File: src/rtl/waterfall_fb_ctrl.sv
// -----------------------------------------------------------------------------
// waterfall_fb_ctrl
//
// Owns the single-port 8-bit waterfall frame buffer and decides, every clock,
// who drives it:
//   * CLEAR      : after reset or clear request, zero-fills every location.
//   * VIDEO      : per-pixel readout address with a circular row offset, so the
//                  oldest line appears at the top of the screen.
//   * LINE       : once every SCROLL_DIV vertical blanks, copies LINE_BINS
//                  bins from the freq-bin BRAM into the oldest row, then
//                  advances the row offset.
//   * WAIT_BLANK : parked until the current blanking period ends.
//
// Ports
//   clk_i          pixel clock
//   rst_i          asynchronous, active-high reset
//   x_i / y_i      video column / row
//   lower_blank_i  high during vertical blanking
//   clear_req_i    pulse: re-clear the frame buffer, y_offset back to 0
//   bin_rdata_i    freq-bin BRAM read data (1 clk after bin_ren_o/bin_addr_o)
//   bin_addr_o     freq-bin BRAM read address
//   bin_ren_o      freq-bin BRAM read enable
//   fb_addr_o      frame buffer address (registered)
//   fb_wdata_o     frame buffer write data
//   fb_wen_o       frame buffer write enable
//   y_offset_o     frame buffer row shown at the top of the screen
//   scroll_pulse_o 1-clk pulse when a line copy completes
//   busy_o         high while clearing or copying a line
//   overrun_o      sticky: blanking ended before a line copy finished
// -----------------------------------------------------------------------------
module waterfall_fb_ctrl #(
    parameter int H_VISIBLE  = 320,
    parameter int V_VISIBLE  = 240,
    parameter int LINE_BINS  = 320,
    parameter int SCROLL_DIV = 4,
    parameter int FB_ADDR_W  = 17,
    parameter int BIN_ADDR_W = 9
) (
    input  logic                  clk_i,
    input  logic                  rst_i,
    input  logic [8:0]            x_i,
    input  logic [7:0]            y_i,
    input  logic                  lower_blank_i,
    input  logic                  clear_req_i,
    input  logic [7:0]            bin_rdata_i,
    output logic [BIN_ADDR_W-1:0] bin_addr_o,
    output logic                  bin_ren_o,
    output logic [FB_ADDR_W-1:0]  fb_addr_o,
    output logic [7:0]            fb_wdata_o,
    output logic                  fb_wen_o,
    output logic [7:0]            y_offset_o,
    output logic                  scroll_pulse_o,
    output logic                  busy_o,
    output logic                  overrun_o
);

    localparam int CLR_W = FB_ADDR_W + 1;
    localparam int RD_W  = BIN_ADDR_W + 1;
    localparam int FC_W  = (SCROLL_DIV > 1) ? $clog2(SCROLL_DIV) : 1;

    localparam logic [CLR_W-1:0]     FB_WORDS_C  = CLR_W'(H_VISIBLE * V_VISIBLE);
    localparam logic [RD_W-1:0]      LINE_BINS_C = RD_W'(LINE_BINS);
    localparam logic [FB_ADDR_W-1:0] H_C         = FB_ADDR_W'(H_VISIBLE);
    localparam logic [8:0]           V_C         = 9'(V_VISIBLE);
    localparam logic [7:0]           V_LAST_C    = 8'(V_VISIBLE - 1);
    localparam logic [FC_W-1:0]      FC_LAST_C   = FC_W'(SCROLL_DIV - 1);

    typedef enum logic [1:0] {
        ST_CLEAR,
        ST_WAIT_BLANK,
        ST_VIDEO,
        ST_LINE
    } state_t;

    state_t                 state_q, state_d;
    logic [CLR_W-1:0]       clr_cnt_q, clr_cnt_d;
    logic [RD_W-1:0]        rd_cnt_q, rd_cnt_d;
    logic [FC_W-1:0]        frame_cnt_q, frame_cnt_d;
    logic                   clear_pend_q, clear_pend_d;
    logic [7:0]             y_offset_q, y_offset_d;
    logic [FB_ADDR_W-1:0]   fb_addr_q, fb_addr_d;
    logic                   fb_wen_q, fb_wen_d;
    logic                   wr_bin_q, wr_bin_d;
    logic [BIN_ADDR_W-1:0]  bin_addr_q, bin_addr_d;
    logic                   bin_ren_q, bin_ren_d;
    logic                   scroll_pulse_q, scroll_pulse_d;
    logic                   overrun_q, overrun_d;

    // Display row: (y + y_offset) mod V, summed in 9 bits so 239+239 cannot wrap.
    logic [8:0]             row_sum;
    logic [8:0]             row_idx;
    logic [FB_ADDR_W-1:0]   video_addr;
    logic [FB_ADDR_W-1:0]   line_addr;
    logic                   take_clear;

    always_comb begin
        row_sum    = {1'b0, y_i} + {1'b0, y_offset_q};
        row_idx    = (row_sum >= V_C) ? (row_sum - V_C) : row_sum;
        video_addr = FB_ADDR_W'(x_i) + FB_ADDR_W'(row_idx) * H_C;
        // The read issued last cycle (bin_addr_q) lands in the oldest row.
        line_addr  = FB_ADDR_W'(bin_addr_q) + FB_ADDR_W'(y_offset_q) * H_C;
        // A request arriving this very cycle counts, so it beats a scroll decision.
        take_clear = clear_pend_q | clear_req_i;
    end

    always_comb begin
        state_d        = state_q;
        clr_cnt_d      = clr_cnt_q;
        rd_cnt_d       = rd_cnt_q;
        frame_cnt_d    = frame_cnt_q;
        clear_pend_d   = clear_pend_q | clear_req_i;
        y_offset_d     = y_offset_q;
        fb_addr_d      = fb_addr_q;
        fb_wen_d       = 1'b0;
        wr_bin_d       = 1'b0;
        bin_addr_d     = bin_addr_q;
        bin_ren_d      = 1'b0;
        scroll_pulse_d = 1'b0;
        overrun_d      = overrun_q;

        case (state_q)
            ST_CLEAR: begin
                if (clr_cnt_q < FB_WORDS_C) begin
                    fb_wen_d  = 1'b1;
                    fb_addr_d = clr_cnt_q[FB_ADDR_W-1:0];
                    clr_cnt_d = clr_cnt_q + CLR_W'(1);
                end else begin
                    y_offset_d = 8'd0;
                    state_d    = ST_WAIT_BLANK;
                end
            end

            ST_WAIT_BLANK: begin
                fb_addr_d = video_addr;
                if (take_clear) begin
                    state_d      = ST_CLEAR;
                    clr_cnt_d    = '0;
                    frame_cnt_d  = '0;
                    clear_pend_d = 1'b0;
                end else if (!lower_blank_i) begin
                    state_d = ST_VIDEO;
                end
            end

            ST_VIDEO: begin
                fb_addr_d = video_addr;
                if (take_clear) begin
                    state_d      = ST_CLEAR;
                    clr_cnt_d    = '0;
                    frame_cnt_d  = '0;
                    clear_pend_d = 1'b0;
                end else if (lower_blank_i) begin
                    if (frame_cnt_q == FC_LAST_C) begin
                        frame_cnt_d = '0;
                        rd_cnt_d    = '0;
                        state_d     = ST_LINE;
                    end else begin
                        frame_cnt_d = frame_cnt_q + FC_W'(1);
                        state_d     = ST_WAIT_BLANK;
                    end
                end
            end

            ST_LINE: begin
                if (!lower_blank_i) begin
                    overrun_d = 1'b1;
                end
                if (rd_cnt_q < LINE_BINS_C) begin
                    bin_ren_d  = 1'b1;
                    bin_addr_d = rd_cnt_q[BIN_ADDR_W-1:0];
                    rd_cnt_d   = rd_cnt_q + RD_W'(1);
                end
                // Read data comes back one clock after the read, so each write
                // trails its read by exactly one cycle.
                if (bin_ren_q) begin
                    fb_wen_d  = 1'b1;
                    wr_bin_d  = 1'b1;
                    fb_addr_d = line_addr;
                end
                // All reads issued and none in flight: this cycle carries the
                // final write, so the offset advances on the next edge.
                if ((rd_cnt_q == LINE_BINS_C) && !bin_ren_q) begin
                    y_offset_d     = (y_offset_q == V_LAST_C) ? 8'd0 : (y_offset_q + 8'd1);
                    scroll_pulse_d = 1'b1;
                    state_d        = ST_WAIT_BLANK;
                end
            end

            default: begin
                state_d = ST_CLEAR;
            end
        endcase
    end

    always_ff @(posedge clk_i or posedge rst_i) begin
        if (rst_i) begin
            state_q        <= ST_CLEAR;
            clr_cnt_q      <= '0;
            rd_cnt_q       <= '0;
            frame_cnt_q    <= '0;
            clear_pend_q   <= 1'b0;
            y_offset_q     <= 8'd0;
            fb_addr_q      <= '0;
            fb_wen_q       <= 1'b0;
            wr_bin_q       <= 1'b0;
            bin_addr_q     <= '0;
            bin_ren_q      <= 1'b0;
            scroll_pulse_q <= 1'b0;
            overrun_q      <= 1'b0;
        end else begin
            state_q        <= state_d;
            clr_cnt_q      <= clr_cnt_d;
            rd_cnt_q       <= rd_cnt_d;
            frame_cnt_q    <= frame_cnt_d;
            clear_pend_q   <= clear_pend_d;
            y_offset_q     <= y_offset_d;
            fb_addr_q      <= fb_addr_d;
            fb_wen_q       <= fb_wen_d;
            wr_bin_q       <= wr_bin_d;
            bin_addr_q     <= bin_addr_d;
            bin_ren_q      <= bin_ren_d;
            scroll_pulse_q <= scroll_pulse_d;
            overrun_q      <= overrun_d;
        end
    end

    assign bin_addr_o     = bin_addr_q;
    assign bin_ren_o      = bin_ren_q;
    assign fb_addr_o      = fb_addr_q;
    // Clear writes carry zero; line writes pass the BRAM data straight through.
    assign fb_wdata_o     = wr_bin_q ? bin_rdata_i : 8'd0;
    assign fb_wen_o       = fb_wen_q;
    assign y_offset_o     = y_offset_q;
    assign scroll_pulse_o = scroll_pulse_q;
    assign busy_o         = (state_q == ST_CLEAR) || (state_q == ST_LINE);
    assign overrun_o      = overrun_q;

endmodule
File: config.mk
export PLATFORM = sky130hd
export DESIGN_NAME = waterfall_fb_ctrl
export DESIGN_NICKNAME = d
export VERILOG_FILES = /design/src/rtl/waterfall_fb_ctrl.sv
export SDC_FILE = /design/constraint.sdc
export NUM_CORES = 1
export LEC_CHECK = 0
export CAP_MARGIN = 40
export CORE_ASPECT_RATIO = 0.75
export CORE_UTILIZATION = 35
export DETAILED_ROUTE_END_ITERATION = 7
export GPL_TIMING_DRIVEN = 1
export PLACE_DENSITY = 0.63
export SYNTH_ARGS = -nofsm -noshare
export SYNTH_HDL_FRONTEND = slang
export SYNTH_SLANG_ARGS = --single-unit
File: constraint.sdc
create_clock -name clk_i -period 7.05 [get_ports clk_i]
set_input_delay 1.41 -clock clk_i [delete_from_list [all_inputs] [get_ports clk_i]]
set_output_delay 1.41 -clock clk_i [all_outputs]
set_load 0.05 [all_outputs]
==> results of run 1 <==
## cell families after synthesis
logic type	count (synthesis)	synth area share (%)
xor+xnor	44	7.28
fa+ha+maj	56	14.0
simple gates	206	18.4
compound gates	164	20.7
flops	72	34.1
buf+inv	56	4.38
mux	6	1.21
## synthesized netlist by cell type (2+ instances only)
cell type | instances | area [um2]
and3_1 | 8 | 50.1
a22o_1 | 4 | 35.0
nor2_1 | 44 | 165
and2_1 | 9 | 56.3
ha_1 | 51 | 638
o21bai_1 | 5 | 37.5
dfrtp_1 | 72 | 1800
clkbuf_1 | 18 | 67.6
o31ai_1 | 11 | 82.6
nor2b_1 | 5 | 31.3
nand3b_1 | 2 | 15.0
o221ai_1 | 6 | 52.6
or4_1 | 3 | 22.5
a211oi_1 | 5 | 37.5
mux2i_1 | 3 | 30.0
nor4_1 | 4 | 25.0
o22ai_1 | 3 | 18.8
o211ai_1 | 4 | 30.0
nor3b_1 | 3 | 22.5
a21oi_1 | 25 | 125
a31oi_1 | 2 | 12.5
nand2_1 | 75 | 282
a221o_1 | 7 | 70.1
fa_1 | 5 | 100
a21o_1 | 7 | 52.6
a221oi_1 | 3 | 26.3
or3_1 | 2 | 12.5
nand3_1 | 26 | 130
o21ai_0 | 64 | 320
xnor2_1 | 21 | 184
xor2_1 | 23 | 201
nand2b_1 | 4 | 25.0
o41ai_1 | 3 | 26.3
mux2_2 | 3 | 33.8
nand4_1 | 6 | 37.5
nor3_1 | 8 | 40.0
a41oi_1 | 3 | 26.3
inv_1 | 33 | 124
## power breakdown
group          leakage, nW  total, mW  switching, mW  internal [mW]
clock network        0.157      0.499          0.178          0.321
logic                 1.76      0.112         0.0595         0.0523
registers            0.943      0.414       0.000166          0.414
total                 2.86       1.02          0.238          0.787
## layout make-up
| class | instances | area (um2) | area share (%) |
|---|---|---|---|
| timing repair buffer | 79 | 793 | 12.1 |
| clock inverter | 4 | 77.6 | 1.18 |
| inverter | 34 | 128 | 1.95 |
| multi-input combinational | 476 | 3260 | 49.7 |
| sequential | 72 | 1800 | 27.5 |
| clock buffer | 12 | 246 | 3.76 |
| tap | 200 | 250 | 3.82 |
## registers in the layout, indices dropped and copies added (netlist names)
signal          count
wr_bin_q            1
bin_addr_o          9
y_offset_o          8
rd_cnt_q           10
state_q             2
clear_pend_q        1
bin_ren_o           1
fb_wen_o            1
overrun_o           1
clr_cnt_q          18
scroll_pulse_o      1
frame_cnt_q         2
fb_addr_o          17
## path summary, 6_finish.rpt
check / startpoint / end / cells past startpoint / slack [ns]
setup / recovery: y_i[0] / fb_addr_o[16] / 20 / 0.66
hold / removal: fb_addr_o[11] / fb_addr_o[11] / 2 / 0.48
setup reg to reg: y_offset_o[0] / fb_addr_o[16] / 19 / 1.59
hold reg to reg: fb_addr_o[11] / fb_addr_o[11] / 2 / 0.48
max in group asynchronous: rst_i / fb_addr_o[7] / 4 / 5.00
min in group asynchronous: rst_i / bin_addr_o[0] / 3 / 1.50
## routing by layer
layer / part of all wire (%) / vias to the layer above / global-route usage [%] / wire length [um]
met5: 0 / - / 0 / 0
met2: 44 / 106 / 28.6 / 5970
met4: 0.87 / 0 / 3.80 / 119
met1: 52 / 2217 / 27.2 / 7060
met3: 3.8 / 14 / 3.68 / 525
li1: - / 2308 / - / -
## through the flow
stage / setup slack [ns] / area (um2)
5_1_grt: 0.378 / 6550
4_1_cts: 0.674 / 6550
2_1_floorplan: 1.26 / 5290
6_report: 0.656 / 6550
3_5_place_dp: 0.336 / 6230
3_3_place_gp: 0.549 / 6210
## worst register-to-register path, delay by kind of cell, from the launching register on
kind | cells | cell delay, ns
adder cells (fa/ha/maj) | 4 | 1.48
AND/OR/NAND/NOR | 4 | 0.81
AO/OA/AOI/OAI | 6 | 1.50
XOR/XNOR | 5 | 1.06
flip-flops | 1 | 0.50
## cell usage in the layout (no fill, tap or decap), types with 3 or more instances in the layout
master,instances
nor3_1,8
xor2_1,23
nor2_1,44
a41oi_1,3
o21bai_1,5
o31ai_1,11
o21ai_0,64
dfrtp_1,72
nand3_1,26
buf_4,3
a221o_1,7
mux2i_1,3
xnor2_1,21
or4_1,3
nand4_1,6
inv_1,32
nand2_1,75
a211oi_1,5
nor2b_1,5
mux2_2,3
and3_1,8
clkbuf_16,9
clkdlybuf4s50_1,75
ha_1,51
o211ai_1,4
nand2b_1,4
a21oi_1,25
nor4_1,4
o221ai_1,6
fa_1,5
o22ai_1,3
and2_1,9
a21o_1,7
nor3b_1,3
o41ai_1,3
a221oi_1,3
a22o_1,4
==> summary.md, run 1 <==
| Metric | Value |
|---|---|
| Largest stage delay, worst path | 0.46 ns |
| Post-Layout Cell Count | 877 |
| Synthesized instance count | 604 |
| Fin. Hold Viols | 0 |
| Worst slew pin tran | 0.770 ns |
| First-pass GRT wire length | 22700 um |
| Yosys warns | 0 |
| RePlAce Congestion | 0.870 |
| Netlist cell types | 62 |
| Critical path class | in -> reg |
| I/O Buffers | 75 |
| Die Wd | 144 um |
| Number of synthesized flops with an enable pin | 0 |
| Maximum VDD drop | 0.110 mV |
| Via density | 5.30 |
| Hpwl dp | 10400 um |
| Crit end category | flop |
| Antenna diode count | 0 |
| Routed WL | 13700 um |
| CTS Buffer Depth | 2 |
| Fmax | 0.156 GHz |
| Outcome | completed |
| Num CTS Buffers | 9 |
| Number of synthesized register bits | 72 |
| Total power draw | 1.02 mW |
| Core footprint | 14600 um2 |
| Seq/Total Area, Yosys | 34.1% |
| H-Tree Depth | 3 |
| Area grow syn2layout | 23.9% |
| Final Cycle Share | 90.7% |
| Syn Nets | 689 |
| Maxcap violations | 0 |
| Async SR Flop Fraction | 100% |
| Via count | 4645 |
| Cell with the largest stage delay on the worst path | fa_1 |
| Syn avg cell area | 8.76 um2 |
| Total negative slack | 0 ns |
| Pwr Density | 156 nW/um2 |
| Cell family with most CP delay | compound AO/OA/AOI/OAI gates |
| Worst path most repeated cell | xor2_1 |
| Layout cells sized above 1 | 4.73% |
| Num Clock Sinks | 72 |
| Layout Nets | 757 |
| Hold buffer count at CTS | 0 |
| Final setup violation count | 0 |
| Startpoint type of the worst setup path | input port |
| # DRC | 0 |
| Rel. slew slack | 48.5% |
| GR Overflow Total | 0 |
| Unrepaired setup endpoints after global routing | no |
| Worst hold slack | 0.477 ns |
| Worst-Skew Late Latency | 0.34 ns |
| Worst min-delay path category | reg -> reg |
| Worst-path clk slew | 0.06 ns |
| Post-route ant nets | 0 |
| Max-slew violations | 0 |
| Worst-path maximum fanout | 3 |
| CTS root buf | clkbuf_16 |
| Initial DRC Count | 307 |
| Initial antenna violation count | 0 |
| Largest net degree at the start of global routing | 38 |
| Final core occ | 44.9% |
| Ports | 76 |
| Vias in the first global route | 4496 |
| Aggregate global-route resource usage | 18.7% |
| Cell area after synthesis | 5290 um2 |
| Post_cts resized | 0 |
| Tmin final | 6.39 ns |
| Placed Cells | 861 |
| # fillers | 1412 |
| CP Buf/Inv Count | 1 |
| Critical path, cell by cell | clkdlybuf4s50_1, ha_1, fa_1, a211oi_1, o21ai_0, a21oi_1, xnor2_1, or2b_2, o21bai_1, xor2_1, ha_1, fa_1, a211oi_1, nor2_1, xor2_1, and3_1, nand3_1, xor2_1, xnor2_1, o32ai_2 |
| Setup bufs post-CTS | 0 |
| Die outline area | 15600 um2 |
| TritonCTS clock tree | built |
| Average wire per standard cell | 15.6 um |
| Die Height | 108 um |
| Worst endpoint required time | 7.29 ns |
| Crit path arrival time | 6.64 ns |
| Drt pass-1 iters | 5 |
| P_leak | 2.86 nW |
| Top FF cell, synth | dfrtp_1 |
| Initial Utilization | 36.2% |
| # rows | 38 |
| Clock Skew | 0.00825 ns |
(Power assumes the default switching activity.)
==> inputs of run 2 (changes only) <==
CORE_UTILIZATION = 55   (was 35)
PLACE_DENSITY = 0.88   (was 0.63)
==> run 2 against run 1 <==
  * Sequential share of layout area up 0.54 points
  * Cell count down 8.2%
  * Critical endpoint unchanged
  * Clock power down 12%
  * Highest routed layer unchanged
==> summary.md, run 2 (synthesis results as in run 1) <==
| Metric | Value |
|---|---|
| Antenna diode count | 0 (unchanged) |
| Hpwl dp | 10300 um (was 10400 um) |
| Worst R2R Path Depth | 19 (unchanged) |
| Worst hold slack | 0.475 ns (was 0.477 ns) |
| RePlAce Congestion | 0.857 (was 0.870) |
| Fmax | 0.154 GHz (was 0.156 GHz) |
| Pwr Density | 150 nW/um2 (was 156 nW/um2) |
| Die Height | 86.9 um (was 108 um) |
| # rows | 30 (was 38) |
| WHS Path Cells | 2 (unchanged) |
| Max reg flops | 18 (unchanged) |
| Tmin final | 6.49 ns (was 6.39 ns) |
| # DRC | 0 (unchanged) |
| Worst-path maximum fanout | 3 (unchanged) |
| Hold Startpoint | fb_addr_o[10] (was fb_addr_o[11]) |
| Largest stage delay, worst path | 0.46 ns (about the same) |
| Setup bufs post-CTS | 0 (unchanged) |
| Crit path arrival time | 6.74 ns (was 6.64 ns) |
| WHS Endpoint | fb_addr_o[10] (was fb_addr_o[11]) |
| CTS root buf | clkbuf_16 (unchanged) |
| Register area | 1800 um2 (unchanged) |
| Layout Nets | 757 (unchanged) |
| Average wire per standard cell | 16.8 um (was 15.6 um) |
| Final setup violation count | 0 (unchanged) |
| Worst R2R Start | y_offset_o[0] (unchanged) |
| Max-slew violations | 0 (unchanged) |
| Core footprint | 9200 um2 (was 14600 um2) |
| Worst-path clk slew | 0.05 ns (was 0.06 ns) |
| Rel. slew slack | 40.3% (was 48.5%) |
| Maxcap violations | 0 (unchanged) |
| R2R setup slack | 1.49 ns (was 1.59 ns) |
| CTS Buffer Depth | 2 (unchanged) |
| Vias in the first global route | 4599 (was 4496) |
| Layout cells sized above 1 | 4.58% (was 4.73%) |
| Worst endpoint required time | 7.30 ns (was 7.29 ns) |
| Initial DRC Count | 341 (was 307) |
| Worst path most repeated cell | xor2_1 (unchanged) |
| Crit end category | flop (unchanged) |
| Clock Skew | 0.00487 ns (was 0.00825 ns) |
| Die outline area | 10000 um2 (was 15600 um2) |
| Drt pass-1 iters | 5 (unchanged) |
| Largest net degree at the start of global routing | 53 (was 38) |
| Hold buffer count at CTS | 0 (unchanged) |
| TritonCTS clock tree | built (unchanged) |
| Commonest cells after routing, fill and taps aside | 75 x nand2_1, 75 x clkdlybuf4s50_1, 72 x dfrtp_1 (unchanged) |
| H-Tree Depth | 3 (unchanged) |
| Register with the most flip-flops | clr_cnt_q (unchanged) |
| Routed WL | 13500 um (was 13700 um) |
| P_leak | 2.85 nW (was 2.86 nW) |
| I/O Buffers | 75 (unchanged) |
| Initial Utilization | 57.5% (was 36.2%) |
| Aggregate global-route resource usage | 29.1% (was 18.7%) |
| Num CTS Buffers | 9 (unchanged) |
| Post_cts resized | 0 (unchanged) |
| Final Cycle Share | 92.1% (was 90.7%) |
| First-pass GRT wire length | 22500 um (was 22700 um) |
| Num Clock Sinks | 72 (unchanged) |
| Die Wd | 115 um (was 144 um) |
| Worst-Skew Late Latency | 0.34 ns (about the same) |
| Ports | 76 (unchanged) |
| Via density | 5.98 (was 5.30) |
| Critical path, cell by cell | clkdlybuf4s50_1, ha_1, fa_1, a211oi_1, o21ai_0, a21oi_1, xnor2_1, or2b_2, o21bai_1, xor2_1, ha_1, fa_1, a211oi_1, nor2_1, xor2_1, and3_1, nand3_1, xor2_1, xnor2_1, o32ai_2 (unchanged) |
| Via count | 4812 (was 4645) |
| Maximum VDD drop | 0.128 mV (was 0.110 mV) |
| Area of the multi-input gates | 3260 um2 (unchanged) |
| Worst min-delay path category | reg -> reg (unchanged) |
| # fillers | 711 (was 1412) |
| Initial antenna violation count | 0 (unchanged) |
| RR Endpoint | fb_addr_o[16] (unchanged) |
| Worst slew pin tran | 0.895 ns (was 0.770 ns) |
| Post-route ant nets | 0 (unchanged) |
| Total negative slack | 0 ns (unchanged) |
| Unrepaired setup endpoints after global routing | no (unchanged) |
| Startpoint type of the worst setup path | input port (unchanged) |
| Fin. Hold Viols | 0 (unchanged) |
| Area grow syn2layout | 21.5% (was 23.9%) |
| Outcome | completed (unchanged) |
| Cell with the largest stage delay on the worst path | fa_1 (unchanged) |
| GR Overflow Total | 0 (unchanged) |
| Critical path class | in -> reg (unchanged) |
## run 2: worst max-delay path, delay by kind of cell
| family | cells | cell delay, ns |
|---|---|---|
| adder cells (fa/ha/maj) | 4 | 1.45 |
| XOR/XNOR | 5 | 1.06 |
| AND/OR/NAND/NOR | 4 | 0.84 |
| buffers and inverters | 1 | 0.41 |
| AO/OA/AOI/OAI | 6 | 1.55 |
## run 2: how the worst max path moves through the flow
| stage | start | endpoint | slack, ns |
|---|---|---|---|
| after floorplan | y_i[0] | fb_addr_o[16] | 1.26 |
| after global placement | y_i[0] | fb_addr_o[16] | 0.54 |
| after detailed placement | y_i[0] | fb_addr_o[16] | 0.32 |
| after CTS | y_i[0] | fb_addr_o[16] | 0.64 |
| after global routing | y_i[0] | fb_addr_o[16] | 0.16 |
| final | y_i[0] | fb_addr_o[16] | 0.56 |
## run 2: report_power, final
part           leakage, nW  internal, mW  total, mW  switching [mW]
clock network        0.140         0.272      0.440           0.168
logic                 1.76        0.0526      0.113          0.0600
registers            0.943         0.414      0.414        0.000148
total                 2.85         0.739      0.967           0.228
## run 2: layout make-up
cell class | count | area share [%]
multi-input cells | 476 | 50.7
flip-flops and latches | 72 | 28.0
repair buffers | 79 | 12.5
clock buffers | 12 | 3.68
well taps | 128 | 2.49
inverters | 34 | 1.99
clock inverters | 4 | 0.701
## run 2: metrics by stage
| stage | utilization (%) | setup WS [ns] | power (mW) | cells | area, um2 |
|---|---|---|---|---|---|
| 6_report | 69.9 | 0.557 | 0.967 | 805 | 6430 |
| 3_3_place_gp | 66.5 | 0.536 | 0.528 | 788 | 6120 |
| 5_1_grt | 69.9 | 0.163 | 1.00 | 805 | 6430 |
| 4_1_cts | 69.9 | 0.636 | 0.973 | 805 | 6430 |
| 2_1_floorplan | - | 1.26 | 0.498 | 604 | 5290 |
| 3_5_place_dp | 66.8 | 0.315 | 0.534 | 789 | 6150 |
## run 2: routing by layer
metal,wire length (um),up-vias,global-route usage (%),part of all wire [%]
met4,205,0,8.50,1.5
li1,-,2304,-,-
met2,6140,182,45.4,45
met5,0,-,0,0
met3,867,22,7.03,6.4
met1,6320,2304,40.3,47
==> inputs of run 3 (changes only) <==
CORE_UTILIZATION = 50   (was 55)
PLACE_DENSITY = 0.85   (was 0.88)
REMOVE_ABC_BUFFERS = 1   (was default)
clock period = 5.9 ns   (was 7.05 ns; I/O delays follow)
==> run 3 against run 2 <==
  * Wire length grew 4.1%
  * Design area grew 3.6%
  * Hold slack gained 0.0042 ns
  * Global-route usage shrank 2.4 points
  * Critical endpoint unchanged
  * Sequential power grew 19%
  * Combinational power grew 51%
  * Largest power group unchanged
  * Worst setup slack lost 0.30 ns
  * Power grew 23%
  * Flip-flop and latch count is the same
  * Via count grew 3.0%
  * Die area grew 9.8%
  * Utilization shrank 5.2 points
==> summary.md, run 3 (synthesis results as in run 1) <==
| Metric | Value |
|---|---|
| Initial DRC Count | 349 (was 341) |
| Placed cell area | 6290 um2 (was 6150 um2) |
| Maxcap violations | 0 (unchanged) |
| First-pass GRT wire length | 23100 um (was 22500 um) |
| Worst-path clk slew | 0.05 ns (about the same) |
| Int Power | 0.892 mW (was 0.739 mW) |
| R2R setup slack | 0.99 ns (was 1.49 ns) |
| Pwr Density | 179 nW/um2 (was 150 nW/um2) |
| Outcome | completed (unchanged) |
| Hold Startpoint | fb_addr_o[15] (was fb_addr_o[10]) |
| Worst endpoint required time | 6.14 ns (was 7.30 ns) |
| Num Clock Sinks | 72 (unchanged) |
| Startpoint type of the worst setup path | input port (unchanged) |
| Average wire per standard cell | 16.9 um (was 16.8 um) |
| Final Cycle Share | 95.6% |
| Layout Nets | 778 (was 757) |
| Antenna diode count | 0 (unchanged) |
| RR Endpoint | fb_addr_o[16] (unchanged) |
| Hpwl dp | 10400 um (was 10300 um) |
| Place WS | -0.327 ns (was 0.315 ns) |
| Logic pwr share | 14.4% (was 11.6%) |
| Worst min-delay path category | reg -> reg (unchanged) |
| Maximum VDD drop | 0.156 mV (was 0.128 mV) |
| Largest net degree at the start of global routing | 43 (was 53) |
| Critical path class | in -> reg (unchanged) |
| Post-route ant nets | 0 (unchanged) |
| Num CTS Buffers | 9 (unchanged) |
| # fillers | 802 (was 711) |
| CP endpoint | fb_addr_o[16] (unchanged) |
| Ports | 76 (unchanged) |
| I/O Buffers | 75 (unchanged) |
| Routed WL | 14100 um (was 13500 um) |
| Die outline area | 11000 um2 (was 10000 um2) |
| Worst R2R Start | y_offset_o[1] (was y_offset_o[0]) |
| H-Tree Depth | 3 (unchanged) |
| Fin. Hold Viols | 0 (unchanged) |
| Aggregate global-route resource usage | 26.6% (was 29.1%) |
| WP depth | 20 (unchanged) |
| CTS root buf | clkbuf_16 (unchanged) |
| Max-slew violations | 0 (unchanged) |
| Initial antenna violation count | 0 (unchanged) |
| P_sw | 0.298 mW (was 0.228 mW) |
| Largest stage delay, worst path | 0.41 ns (was 0.46 ns) |
| Cell with the largest stage delay on the worst path | clkdlybuf4s50_1 (was fa_1) |
| Final worst slack | 0.260 ns (was 0.557 ns) |
| # DRC | 0 (unchanged) |
| Clock share of power | 44.1% (was 45.5%) |
| Tmin final | 5.64 ns |
| Cell family with most CP delay | compound AO/OA/AOI/OAI gates (unchanged) |
| Worst-Skew Late Latency | 0.34 ns (about the same) |
| Critical path, cell by cell | clkdlybuf4s50_1, ha_1, fa_2, a21o_1, or3_1, o211ai_1, a311oi_2, o31a_1, o21bai_2, mux2_2, ha_1, ha_4, a211oi_4, nor2_1, xor2_1, and3_1, nand3_1, xor2_1, xnor2_1, o32ai_2 (was clkdlybuf4s50_1, ha_1, fa_1, a211oi_1, o21ai_0, a21oi_1, xnor2_1, or2b_2, o21bai_1, xor2_1, ha_1, fa_1, a211oi_1, nor2_1, xor2_1, and3_1, nand3_1, xor2_1, xnor2_1, o32ai_2) |
| Post-Layout Cell Count | 834 (was 805) |
| Via count | 4957 (was 4812) |
| Die Wd | 121 um (was 115 um) |
| CP Buf/Inv Count | 1 (unchanged) |
| Core footprint | 10300 um2 (was 9200 um2) |
| Rel. slew slack | 45.9% (was 40.3%) |
| Worst Setup SP | y_i[0] (unchanged) |
| P_leak | 2.96 nW (was 2.85 nW) |
| Fmax | 0.177 GHz |
| Crit path arrival time | 5.88 ns (was 6.74 ns) |
| Worst-path maximum fanout | 4 (was 3) |
| Commonest cells after routing, fill and taps aside | 75 x nand2_1, 75 x clkdlybuf4s50_1, 72 x dfrtp_1 (unchanged) |
| Drt pass-1 iters | 4 (was 5) |
| Area grow syn2layout | 25.9% (was 21.5%) |
| Layout cells sized above 1 | 9.74% (was 4.58%) |
| GR Overflow Total | 0 (unchanged) |
| Crit end category | flop (unchanged) |
| Finished Cell Area | 6660 um2 (was 6430 um2) |
| Via density | 5.94 (was 5.98) |
| Clock Skew | 0.00929 ns (was 0.00487 ns) |
| Worst slew pin tran | 0.811 ns (was 0.895 ns) |
| Die Height | 91.1 um (was 86.9 um) |
| Register with the most flip-flops | clr_cnt_q (unchanged) |
| Register area | 1800 um2 (unchanged) |
| Sw Ratio | 25.0% (was 23.6%) |
| Placed Cells | 817 (was 789) |
| Max reg flops | 18 (unchanged) |
| Sequential fraction of design power | 41.6% (was 42.8%) |
| # rows | 32 (was 30) |
| Worst R2R Path Depth | 18 (was 19) |
| Area of the multi-input gates | 3330 um2 (was 3260 um2) |
| RePlAce Congestion | 0.918 (was 0.857) |
| Hold buffer count at CTS | 0 (unchanged) |
| CTS Buffer Depth | 2 (unchanged) |
| Final setup violation count | 0 (unchanged) |
| TritonCTS clock tree | built (unchanged) |
| Vias in the first global route | 4754 (was 4599) |
| Initial Utilization | 51.4% (was 57.5%) |
-- run 3: cell types whose count changed in the layout (fill, tap and decap cells not counted), sizes merged --
| cell | previous run | this run |
|---|---|---|
| bufinv | 1 | 0 |
| inv | 34 | 36 |
| buf | 4 | 25 |
| clkinvlp | 0 | 1 |
| clkbuf | 12 | 11 |
| clkinv | 3 | 2 |
-- run 3: power by group through the flow --
stage	clock network, mW	registers, mW	logic, mW
finish	0.524	0.494	0.171
global route	0.549	0.494	0.187
CTS	0.530	0.494	0.157
detailed placement	0	0.503	0.156
global placement	0	0.503	0.151
floorplan	0	0.505	0.0896
-- run 3: stage by stage --
stage	power, mW	setup TNS, ns	util, %	hold WS [ns]
floorplan	0.594	0	-	0.454
global route	1.23	-0.0586	64.7	0.506
CTS	1.18	0	64.0	0.481
global placement	0.655	-0.247	61.1	0.463
detailed placement	0.659	-1.04	61.1	0.465
finish	1.19	0	64.7	0.479
-- run 3: per-layer routing --
metal  vias to the layer above  GRT usage [%]  wire [um]
li1                       2346              -          -
met1                      2405           35.9       6340
met2                       177           42.1       6600
met3                        29           5.65        886
met4                         0           9.57        265
met5                         -              0          0
-- run 3: how the worst min path moves through the flow --
stage          slack (ns)        endpoint  depth (start not counted)
2_1_floorplan        0.45  frame_cnt_q[1]                          2
3_3_place_gp         0.46    fb_addr_o[8]                          2
3_5_place_dp         0.47       overrun_o                          1
4_1_cts              0.48   fb_addr_o[15]                          2
5_1_grt              0.51       overrun_o                          1
6_report             0.48   fb_addr_o[15]                          2
-- run 3: final cells by class --
class | count | share of cell area [%]
clock buffer | 11 | 3.80
sequential | 72 | 27.1
clock inverter | 5 | 0.582
inverter | 34 | 1.92
tap | 136 | 2.56
timing repair buffer | 100 | 14.1
multi-input combinational | 476 | 50.0
-- run 3: timing repair --
action / 4_1_cts / 5_1_grt
endpoints found under the setup margin: 1 / 5
resized for setup: 1 / 14
pin swaps: 0 / 8
endpoints found under the hold margin: 0 / 0
cloned: 0 / 0
setup buffers: 0 / 1
-- run 3: worst register-to-register path, stage by stage (launching register included) --
cell      delay (ns)
dfrtp_1         0.63
ha_1            0.34
a21oi_1         0.21
o22ai_1         0.15
o41ai_1         0.34
xor2_1          0.17
or2b_2          0.34
o21bai_2        0.22
mux2_2          0.38
ha_1            0.32
ha_4            0.28
a211oi_4        0.25
nor2_1          0.10
xor2_1          0.21
and3_1          0.21
nand3_1         0.09
xor2_1          0.17
xnor2_1         0.14
o32ai_2         0.25
